$ cat config.mk
export PLATFORM = sky130hd
export DESIGN_NAME = digit_mux
export DESIGN_NICKNAME = d
export VERILOG_FILES = /design/src/rtl/digit_mux.sv
export SDC_FILE = /design/constraint.sdc
export NUM_CORES = 1
export LEC_CHECK = 0
export ABC_AREA = 1
export BUFFER_PORTS_ARGS = -buffer_cell sky130_fd_sc_hd__buf_2
export CELL_PAD_IN_SITES_DETAIL_PLACEMENT = 0
export CELL_PAD_IN_SITES_GLOBAL_PLACEMENT = 2
export CORE_MARGIN = 2
export CORE_UTILIZATION = 31
export DETAILED_ROUTE_END_ITERATION = 10
export PLACE_DENSITY_LB_ADDON = 0.12
export SKIP_LAST_GASP = 1
export SLEW_MARGIN = 25
export SYNTH_ARGS = -nofsm -noshare
export SYNTH_HDL_FRONTEND = slang
export SYNTH_SLANG_ARGS = --single-unit
$ cat constraint.sdc
create_clock -name clk -period 1.5 [get_ports clk]
set_input_delay 0.3 -clock clk [delete_from_list [all_inputs] [get_ports clk]]
set_output_delay 0.3 -clock clk [all_outputs]
set_load 0.005 [all_outputs]
$ cat src/rtl/digit_mux.sv
// digit_mux: time-multiplexes two hex digits onto one seven-segment decoder
// that drives a dual common-anode display. The anode enables are active-low.
// Optional feature macro MUX_BLANK_EN: when it is defined, blank windows are
// inserted between the digit windows (DIG0 -> BLANK0 -> DIG1 -> BLANK1).
// When it is undefined, the block alternates DIG0 <-> DIG1 directly.
//
// state  | meaning
// DIG0   | digit 0 lit (an0=0); s holds the s0 value latched on entry
// BLANK0 | both anodes off after digit 0; s holds
// DIG1   | digit 1 lit (an1=0); s holds the s1 value latched on entry
// BLANK1 | both anodes off after digit 1; s holds
module digit_mux #(
  parameter int HOLD_CYCLES  = 24000,
  parameter int BLANK_CYCLES = 240
) (
  input  logic       clk,
  input  logic       reset,
  input  logic [3:0] s0,
  input  logic [3:0] s1,
  output logic [3:0] s,
  output logic       an0,
  output logic       an1,
  output logic       digit_sel
);

  localparam int MAXC = (HOLD_CYCLES > BLANK_CYCLES) ? HOLD_CYCLES : BLANK_CYCLES;
  localparam int CW   = $clog2(MAXC) + 1;
  localparam logic [CW-1:0] HOLD_LD = CW'(HOLD_CYCLES - 1);
`ifdef MUX_BLANK_EN
  localparam logic [CW-1:0] BLANK_LD = CW'(BLANK_CYCLES - 1);
`endif

  typedef enum logic [1:0] {DIG0, BLANK0, DIG1, BLANK1} state_t;

  state_t        state, state_nxt;
  logic [CW-1:0] count, count_nxt;
  logic          run, run_nxt;
  logic [3:0]    s_nxt;
  logic          an0_nxt, an1_nxt, sel_nxt;

  // Register the state, the counter and every output; reset forces the dark state.
  always_ff @(posedge clk) begin
    if (reset) begin
      state     <= DIG0;
      count     <= '0;
      run       <= 1'b0;
      s         <= 4'h0;
      an0       <= 1'b1;
      an1       <= 1'b1;
      digit_sel <= 1'b0;
    end else begin
      state     <= state_nxt;
      count     <= count_nxt;
      run       <= run_nxt;
      s         <= s_nxt;
      an0       <= an0_nxt;
      an1       <= an1_nxt;
      digit_sel <= sel_nxt;
    end
  end

  // Next-state logic: the down-counter expires at 0, and each DIG entry samples its digit.
  // The 'run' flag marks the first edge after reset as a fresh DIG0 entry.
  always_comb begin
    state_nxt = state;
    count_nxt = count;
    run_nxt   = 1'b1;
    s_nxt     = s;
    an0_nxt   = an0;
    an1_nxt   = an1;
    sel_nxt   = digit_sel;
    if (!run || (count == '0 && (state == BLANK1 || state == DIG1
`ifdef MUX_BLANK_EN
        && 1'b0
`endif
        ))) begin
      state_nxt = DIG0;
      count_nxt = HOLD_LD;
      s_nxt     = s0;
      an0_nxt   = 1'b0;
      an1_nxt   = 1'b1;
      sel_nxt   = 1'b0;
    end else if (count != '0) begin
      count_nxt = count - CW'(1);
    end else begin
      case (state)
`ifdef MUX_BLANK_EN
        DIG0: begin
          state_nxt = BLANK0;
          count_nxt = BLANK_LD;
          an0_nxt   = 1'b1;
          an1_nxt   = 1'b1;
        end
        DIG1: begin
          state_nxt = BLANK1;
          count_nxt = BLANK_LD;
          an0_nxt   = 1'b1;
          an1_nxt   = 1'b1;
        end
`endif
        BLANK1: begin
          state_nxt = DIG0;
          count_nxt = HOLD_LD;
          s_nxt     = s0;
          an0_nxt   = 1'b0;
          an1_nxt   = 1'b1;
          sel_nxt   = 1'b0;
        end
        default: begin
          state_nxt = DIG1;
          count_nxt = HOLD_LD;
          s_nxt     = s1;
          an0_nxt   = 1'b1;
          an1_nxt   = 1'b0;
          sel_nxt   = 1'b1;
        end
      endcase
    end
  end

endmodule

==> impl_metrics.toml, run 1 <==
[run_status]
status = "finished, final reports clean"

[synthesis]
async_reset_ff_frac = 0
synth_compound_area_frac = 0.0842
synth_top_family_by_area = "simple AND/OR/NAND/NOR gates"
synth_area_um2 = 1220
synth-seq-cells = 24
yosysWarnings = 0
synthAdderAreaFrac = 0.0205
avgSynthCellArea_um2 = 7.13
synth_edf_count = 0
synth_xor_area_frac = 0.0503
syn_inst = 171
synth_nets = 183
synthMuxAreaShare = 0
yosys.area_share.simple = 0.354
synth-main-ff-cell = "dfxtp_1"
ys_seq_area_frac = 0.394
synth_cell_types = 23

[cts]
clock_sinks = 24
h-tree-depth = 1
cts_inserted_buffers = 3
insertion_delay_ps = 260
tritoncts = "yes"
root_buffer = "clkbuf_8"
clkSlewWorstSetupHoldPaths_ps = 80
clockBufferDepth = 2

[floorplanning]
core_um2 = 3720
pin_count = 17
die_h_um = 66.7
row_count = 22
dieArea_um2 = 4450
die-width_um = 66.7
initial_core_util = 0.328

[critical_path]
rr_endpoint = "an0$_SDFFE_PP1P_"
crit_slowest_cell = "dfxtp_1"
crit_family = "simple AND/OR/NAND/NOR gates"
startpoint_type = "flop"
endpoint_kind = "flop"
crit_top_cell = "nand2_4"
max_stage_delay_ps = 300
critPathArrivalTime_ps = 1520
worstPathMaxFanout = 7
crit_type = "reg -> reg"
cp.depth = 9
worstSetupStartpoint = "count[0]$_SDFF_PP0_"
path_cells = "inv_1 -> ha_4 -> nand2_4 -> nor2_4 -> nand2_4 -> nand2_8 -> clkinvlp_4 -> nand2_1 -> o211ai_1"
reg2reg_depth = 9
path_buf_inv = 2
reg2reg_slack_ps = 120
worstPathRequired_ps = 1640
timing.rr.start = "count[0]$_SDFF_PP0_"
endpoint = "an0$_SDFFE_PP1P_"

[timing]
maxSlewViolCount = 0
slew_headroom = 0.834
setup_tns_ps = 0
fmax_mhz = 724
setup_slack_ps = 119
final.min_clock_period_ps = 1380
worstMarginPinSlew_ps = 248
setup_viol = 0
hold_viol = 0
grt_setup_unrepaired = "no"
period_share = 0.921
skew_ps = 1.50
fin_worst_hold_slack_ps = 259

[global_route]
grt.overflow.total = 0
grt_antenna_before_repair = 0
grt_pass1_vias = 1058
grt_max_degree = 16
grt_usage = 0.145
grt_pass1_wl_um = 4870

[route]
wl_per_cell_um = 11.3
drt_first_pass_iters = 4
postRouteWirelength_um = 2840
drcViolationCount = 0
drt_iter0_drc = 41
viasPerCell = 4.30
ant_nets = 0
vias = 1084

[power]
swShare = 0.285
clock_power_share = 0.263
peakVddDrop_mv = 0.340
intPower_mw = 1.01
leakagePower_nw = 0.778
p_seq_frac = 0.509
p_total_mw = 1.41
p_comb_frac = 0.227
switchingPower_mw = 0.402
p_per_area_nw_per_um2 = 897

[placed_design]
port_buffers = 16
gp_congestion = 0.794
dpl.hpwl_um = 2200
dp_slack_ps = 51.3

[min_path]
hold_class = "in -> reg"

[finish]
nFillCells = 405
antenna_cells = 0
drive_gt1_frac = 0.289
syn_to_final_growth_pct = 29.2
final_nets = 218

[job]
timing.max_cap.violations = 0
## flip-flops by register name, summed over array words and instances (netlist names)
name,cells
an0,1
an1,1
count,16
digit_sel,1
run,1
s,4
## placed cells by master, fill, tap and decap left out, drive strengths merged
cell type   n
nand2      39
nor2       36
buf        31
inv        25
dfxtp      24
nand3      11
a21oi      11
o21ai       5
xor2        4
nand3b      4
clkbuf      4
xnor2       3
ha          2
clkinvlp    1
or2         1
nand4       1
o21bai      1
o211ai      1
## worst reg2reg max path, delay by kind of cell, from the launching register on
kind	cells	cell delay, ps
buffers and inverters	2	250
adder cells (fa/ha/maj)	1	170
flip-flops	1	300
AO/OA/AOI/OAI	1	80
AND/OR/NAND/NOR	5	460
## per-layer routing
metal  vias to the layer above  global-route usage  routed length (µm)
met5                         -                   0                   0
met4                         0              0.0459                  22
met3                         2              0.0338                  68
met2                        11               0.218                1260
met1                       480               0.203                1490
li1                        591                   -                   -
## kinds of logic after synthesis
family / count (synthesis)
AOI/OAI and AO/OA: 18
adders and majority gates: 2
DFF: 24
and+or+nand+nor: 92
xor gates and xnor gates: 7
buffers and inverters: 28
## how the worst min path moves through the flow
stage	start	end	cells past startpoint
4_1_cts	s0[0]	s[0]$_SDFFE_PP0P_	3
3_5_place_dp	an0$_SDFFE_PP1P_	an0$_SDFFE_PP1P_	2
2_1_floorplan	reset	count[10]$_SDFF_PP0_	1
5_1_grt	s0[0]	s[0]$_SDFFE_PP0P_	3
6_report	s0[0]	s[0]$_SDFFE_PP0P_	3
3_3_place_gp	an0$_SDFFE_PP1P_	an0$_SDFFE_PP1P_	2
## layout make-up
| cell class | count | area, µm² | area share |
|---|---|---|---|
| multi-input cells | 119 | 659 | 0.419 |
| flip-flops and latches | 24 | 482 | 0.306 |
| repair buffers | 32 | 230 | 0.146 |
| inverters | 26 | 101 | 0.0644 |
| well taps | 48 | 60.1 | 0.0382 |
| clock buffers | 3 | 41.3 | 0.0262 |
## synthesized netlist by cell type, types with 3 or more instances
master | instances | area, µm²
o21ai_0 | 4 | 20.0
inv_1 | 26 | 97.6
xor2_1 | 4 | 35.0
dfxtp_1 | 24 | 480
xnor2_1 | 3 | 26.3
nand3_1 | 11 | 55.1
nand3b_1 | 4 | 30.0
nand2_1 | 35 | 131
a21oi_1 | 9 | 45.0
nor2_1 | 27 | 101
nor2_2 | 7 | 43.8
## per-stage QoR
step	cell area (µm²)	instances	util
6_report	1570	252	0.424
3_5_place_dp	1460	247	0.392
4_1_cts	1500	250	0.403
5_1_grt	1570	252	0.424
2_1_floorplan	1220	171	-
3_3_place_gp	1460	247	0.392
## repair_timing
item,4_1_cts,5_1_grt
resized for setup,0,11
hold buffers,0,0
buffers inserted,0,1
endpoints found under the setup margin,0,16
## power groups by stage
stage | combinational (mW) | clock, mW | sequential [mW]
5_1_grt | 0.363 | 0.426 | 0.725
3_5_place_dp | 0.299 | 0 | 0.732
3_3_place_gp | 0.302 | 0 | 0.731
4_1_cts | 0.302 | 0.396 | 0.717
6_report | 0.321 | 0.371 | 0.719
2_1_floorplan | 0.193 | 0 | 0.727
No activity file was read; power rests on OpenSTA's default activity.
==> run 2: changes to the inputs <==
--- a/config.mk
+++ b/config.mk
@@ -9,7 +9,6 @@
 export BUFFER_PORTS_ARGS = -buffer_cell sky130_fd_sc_hd__buf_2
 export CELL_PAD_IN_SITES_DETAIL_PLACEMENT = 0
 export CELL_PAD_IN_SITES_GLOBAL_PLACEMENT = 2
-export CORE_MARGIN = 2
 export CORE_UTILIZATION = 31
 export DETAILED_ROUTE_END_ITERATION = 10
 export PLACE_DENSITY_LB_ADDON = 0.12
==> impl_metrics.toml, run 2 (same netlist as run 1, synthesis figures left out) <==
[run_status]
status = "finished, final reports clean"

[finish]
final_nets = 215
nFillCells = 377
largest_register_ffs = 16
layout.cells.non_filler = 250
antenna_cells = 0
syn_to_final_growth_pct = 26.8
layout_common_cells = "nand2_1 (33), nor2_1 (26), inv_1 (23), dfxtp_1 (19), buf_2 (16)"
largest-register = "count"
drive_gt1_frac = 0.302
layout_commonest_cell = "nand2_1"
largestRegisters = "count x16, s x4"

[critical_path]
endpoint_kind = "flop"
crit_type = "reg -> reg"
critPathArrivalTime_ps = 1510
startpoint_type = "flop"
worstPathMaxFanout = 8
worstPathRequired_ps = 1670

[power]
peakVddDrop_mv = 0.456
p_seq_frac = 0.489
leakagePower_nw = 0.761
swShare = 0.286
p_per_area_nw_per_um2 = 958
clock_power_share = 0.300
switchingPower_mw = 0.424
p_total_mw = 1.48
p_comb_frac = 0.210
intPower_mw = 1.06

[timing]
setup_tns_ps = 0
hold_viol = 0
period_share = 0.894
grt_setup_unrepaired = "no"
worstMarginPinSlew_ps = 291
fin_worst_hold_slack_ps = 247
setup_viol = 0
fmax_mhz = 746
maxSlewViolCount = 0
final.min_clock_period_ps = 1340
skew_ps = 1.25
slew_headroom = 0.806

[floorplanning]
initial_core_util = 0.328
pin_count = 17
row_count = 22
core_um2 = 3720
dieArea_um2 = 4190
die-width_um = 64.7
die_h_um = 64.7

[global_route]
grt_antenna_before_repair = 0
grt_pass1_wl_um = 5110
grt_usage = 0.161
grt.overflow.total = 0
grt_pass1_vias = 1110
grt_max_degree = 14

[route]
viasPerCell = 4.48
vias = 1120
drcViolationCount = 0
drt_first_pass_iters = 4
ant_nets = 0
wl_per_cell_um = 11.5
drt_iter0_drc = 38
postRouteWirelength_um = 2880

[cts]
insertion_delay_ps = 270
h-tree-depth = 1
tritoncts = "yes"
clock_sinks = 24
root_buffer = "clkbuf_8"
clkSlewWorstSetupHoldPaths_ps = 90
cts_inserted_buffers = 3
holdBufCountCts = 0
clockBufferDepth = 2

[placed_design]
gp_congestion = 0.749
dpl.hpwl_um = 2210
port_buffers = 16
place_inst = 244

[min_path]
hold_class = "in -> reg"

[job]
timing.max_cap.violations = 0
[run 2: cell types whose count changed in the layout (fill, tap and decap cells not counted), moves of 2 or more]
cell / before / now
dfxtp_1: 23 / 19
dfxtp_2: 1 / 5
nor2_2: 8 / 6
nor2_4: 2 / 4
[run 2: worst max-delay path, stage by stage, from the launching register on]
cell,delay [ps]
dfxtp_2,340
inv_2,50
ha_4,160
nand2_4,80
nor2_4,40
nand2_4,90
nand2_8,70
buf_4,170
nor2_1,110
nand2_1,50
nand2_1,50
inv_1,30
[run 2: layout make-up]
| class | instances | area (µm²) | area share |
|---|---|---|---|
| Multi-Input combinational cell | 119 | 664 | 0.430 |
| Sequential cell | 24 | 487 | 0.315 |
| Timing Repair Buffer | 29 | 178 | 0.115 |
| Inverter | 26 | 101 | 0.0656 |
| Tap cell | 48 | 60.1 | 0.0389 |
| Clock buffer | 4 | 55.1 | 0.0356 |
[run 2: layer usage]
metal  wire length [µm]  up-vias  global-route usage  share of wire
li1                   -      588                   -              -
met1               1550      506               0.223           0.54
met2               1190       21               0.243           0.41
met3                114        5              0.0370          0.040
met4                 29        0              0.0500          0.010
met5                  0        -                   0              0
[run 2: through the flow]
stage / area [µm²] / utilization / setup WS, ps
6_report: 1550 / 0.416 / 159
5_1_grt: 1550 / 0.416 / 8.45
4_1_cts: 1480 / 0.397 / 50.0
3_5_place_dp: 1420 / 0.382 / 73.6
3_3_place_gp: 1420 / 0.382 / 99.8
2_1_floorplan: 1220 / - / 116
[run 2: worst paths after layout]
path / from / endpoint / slack (ps) / cells after the start
min reg2reg: an0$_SDFFE_PP1P_ / an0$_SDFFE_PP1P_ / 480 / 2
min: s0[0] / s[0]$_SDFFE_PP0P_ / 250 / 3
max reg2reg: count[1]$_SDFF_PP0_ / count[11]$_SDFF_PP0_ / 160 / 11
max: count[1]$_SDFF_PP0_ / count[11]$_SDFF_PP0_ / 160 / 11
[run 2: repair_timing]
action,CTS,global route
gates resized for setup,0,17
endpoints found under the setup margin,0,18
buffers inserted,0,2
[run 2: power groups by stage]
stage	Sequential (mW)	Combinational, mW	Clock [mW]
2_1_floorplan	0.727	0.193	0
3_3_place_gp	0.733	0.286	0
3_5_place_dp	0.733	0.282	0
4_1_cts	0.718	0.284	0.461
5_1_grt	0.732	0.354	0.493
6_report	0.725	0.311	0.445
==> run 3: changes to the inputs <==
--- a/config.mk
+++ b/config.mk
@@ -9,7 +9,8 @@
 export BUFFER_PORTS_ARGS = -buffer_cell sky130_fd_sc_hd__buf_2
 export CELL_PAD_IN_SITES_DETAIL_PLACEMENT = 0
 export CELL_PAD_IN_SITES_GLOBAL_PLACEMENT = 2
-export CORE_UTILIZATION = 31
+export CORE_MARGIN = 8
+export CORE_UTILIZATION = 28
 export DETAILED_ROUTE_END_ITERATION = 10
 export PLACE_DENSITY_LB_ADDON = 0.12
 export SKIP_LAST_GASP = 1
==> constraint.sdc (replaced) <==
create_clock -name clk -period 1.1 [get_ports clk]
set_input_delay 0.22 -clock clk [delete_from_list [all_inputs] [get_ports clk]]
set_output_delay 0.22 -clock clk [all_outputs]
set_load 0.005 [all_outputs]
==> impl_metrics.toml, run 3 (same netlist as run 1, synthesis figures left out) <==
[run_status]
status = "complete, but fails checks"
violations = "setup timing"

[cts]
tritoncts = "yes"
root_buffer = "clkbuf_8"
clkSlewWorstSetupHoldPaths_ps = 80
h-tree-depth = 1
cts_inserted_buffers = 3
clock_sinks = 24
insertion_delay_ps = 260
holdBufCountCts = 0
clockBufferDepth = 2

[power]
p_per_area_nw_per_um2 = 1160
p_total_mw = 2.11
leakagePower_nw = 0.924
peakVddDrop_mv = 0.590

[finish]
layout_commonest_cell = "buf_4"
layout_common_cells = "buf_4 (40), nand2_1 (29), inv_1 (24), nor2_1 (22), dfxtp_1 (19)"
drive_gt1_frac = 0.427
utilization = 0.426
multiInputGateArea_um2 = 691
antenna_cells = 0
syn_to_final_growth_pct = 49.2
nFillCells = 457
largest_register_ffs = 16
largest-register = "count"
final_nets = 246
register_area_um2 = 487
largestRegisters = "count x16, s x4"
layout.cells.non_filler = 284

[job]
timing.max_cap.violations = 0

[placed_design]
dp_slack_ps = -220
gp_congestion = 0.811
place_inst = 275
port_buffers = 16
dpl.hpwl_um = 2570

[floorplanning]
die-width_um = 82.0
dieArea_um2 = 6720
pin_count = 17
core_um2 = 4260
row_count = 24
initial_core_util = 0.286
die_h_um = 82.0

[critical_path]
reg2reg_slack_ps = -210
path_cells = "inv_2 -> ha_4 -> nand2_4 -> nor2_4 -> nand2_4 -> nand2_4 -> buf_4 -> nand3b_1 -> nand2_1 -> nor2_1"
worstPathMaxFanout = 4
crit_top_cell = "nand2_4"
timing.rr.start = "count[1]$_SDFF_PP0_"
cp.depth = 10
worstSetupStartpoint = "count[1]$_SDFF_PP0_"
crit_family = "simple AND/OR/NAND/NOR gates"
startpoint_type = "flop"
max_stage_delay_ps = 330
endpoint = "s[1]$_SDFFE_PP0P_"
worstPathRequired_ps = 1270
reg2reg_depth = 10
path_buf_inv = 2
critPathArrivalTime_ps = 1470
endpoint_kind = "flop"
rr_endpoint = "s[1]$_SDFFE_PP0P_"
crit_slowest_cell = "dfxtp_2"
crit_type = "reg -> reg"

[timing]
hold_viol = 0
worstMarginPinSlew_ps = 220
final.min_clock_period_ps = 1310
setup_viol = 23
fmax_mhz = 765
fin_worst_hold_slack_ps = 168
grt_setup_unrepaired = "yes"
period_share = 1.19
setup_slack_ps = -207
maxSlewViolCount = 0
skew_ps = 2.22
slew_headroom = 0.853

[route]
postRouteWirelength_um = 3310
drcViolationCount = 0
drt_iter0_drc = 49
vias = 1206
ant_nets = 0
drt_first_pass_iters = 4
wl_per_cell_um = 11.7
viasPerCell = 4.25

[global_route]
grt_max_degree = 16
grt_pass1_vias = 1241
grt.overflow.total = 0
grt_usage = 0.105
grt_pass1_wl_um = 5500
grt_antenna_before_repair = 0

[min_path]
hold_class = "in -> reg"
run 3: changes by cell type in the layout (fill, tap and decap cells not counted), sizes merged:
cell / previous run / this run
clkbuf: 4 / 3
buf: 29 / 60
clkinvlp: 1 / 0
inv: 25 / 26
run 3: worst min-delay path by stage:
stage	endpoint	cells past startpoint	start
6_report	s[2]$_SDFFE_PP0P_	3	s0[2]
5_1_grt	s[0]$_SDFFE_PP0P_	3	s0[0]
4_1_cts	s[0]$_SDFFE_PP0P_	3	s0[0]
3_5_place_dp	s[0]$_SDFFE_PP0P_	3	s0[0]
3_3_place_gp	s[2]$_SDFFE_PP0P_	3	s0[2]
2_1_floorplan	count[10]$_SDFF_PP0_	1	reset
run 3: power by group:
group	internal, mW	switching [mW]
registers	0.932	0.0514
logic	0.315	0.285
clock network	0.245	0.282
run 3: stage by stage:
step	setup TNS, ps	instance area, µm²
global route	-5800	1820
floorplan	-2300	1240
finish	-3570	1820
CTS	-3670	1760
detailed placement	-4040	1660
global placement	-3720	1660
run 3: final cells by class:
type / count / share of cell area
inverters: 26 / 0.0551
well taps: 52 / 0.0358
flip-flops and latches: 24 / 0.268
repair buffers: 60 / 0.239
multi-input cells: 119 / 0.380
clock buffers: 3 / 0.0227
run 3: repair_timing:
item	4_1_cts	5_1_grt
gates cloned	0	0
gates resized for setup	18	10
pin swaps	7	3
setup buffers	2	4
endpoints found under the setup margin	23	23
run 3: worst register-to-register path: cells and delay by family, from the launching register on:
kind | cells | cell delay (ps)
fa+ha+maj | 1 | 150
buf+inv | 2 | 210
simple gates | 7 | 530
flops | 1 | 330
run 3: metal layers:
| metal | wire, µm | GRT usage | up-vias |
|---|---|---|---|
| met3 | 88 | 0.0284 | 2 |
| met1 | 1510 | 0.114 | 539 |
| met4 | 17 | 0.0298 | 0 |
| met5 | 0 | 0 | - |
| li1 | - | - | 653 |
| met2 | 1700 | 0.194 | 12 |
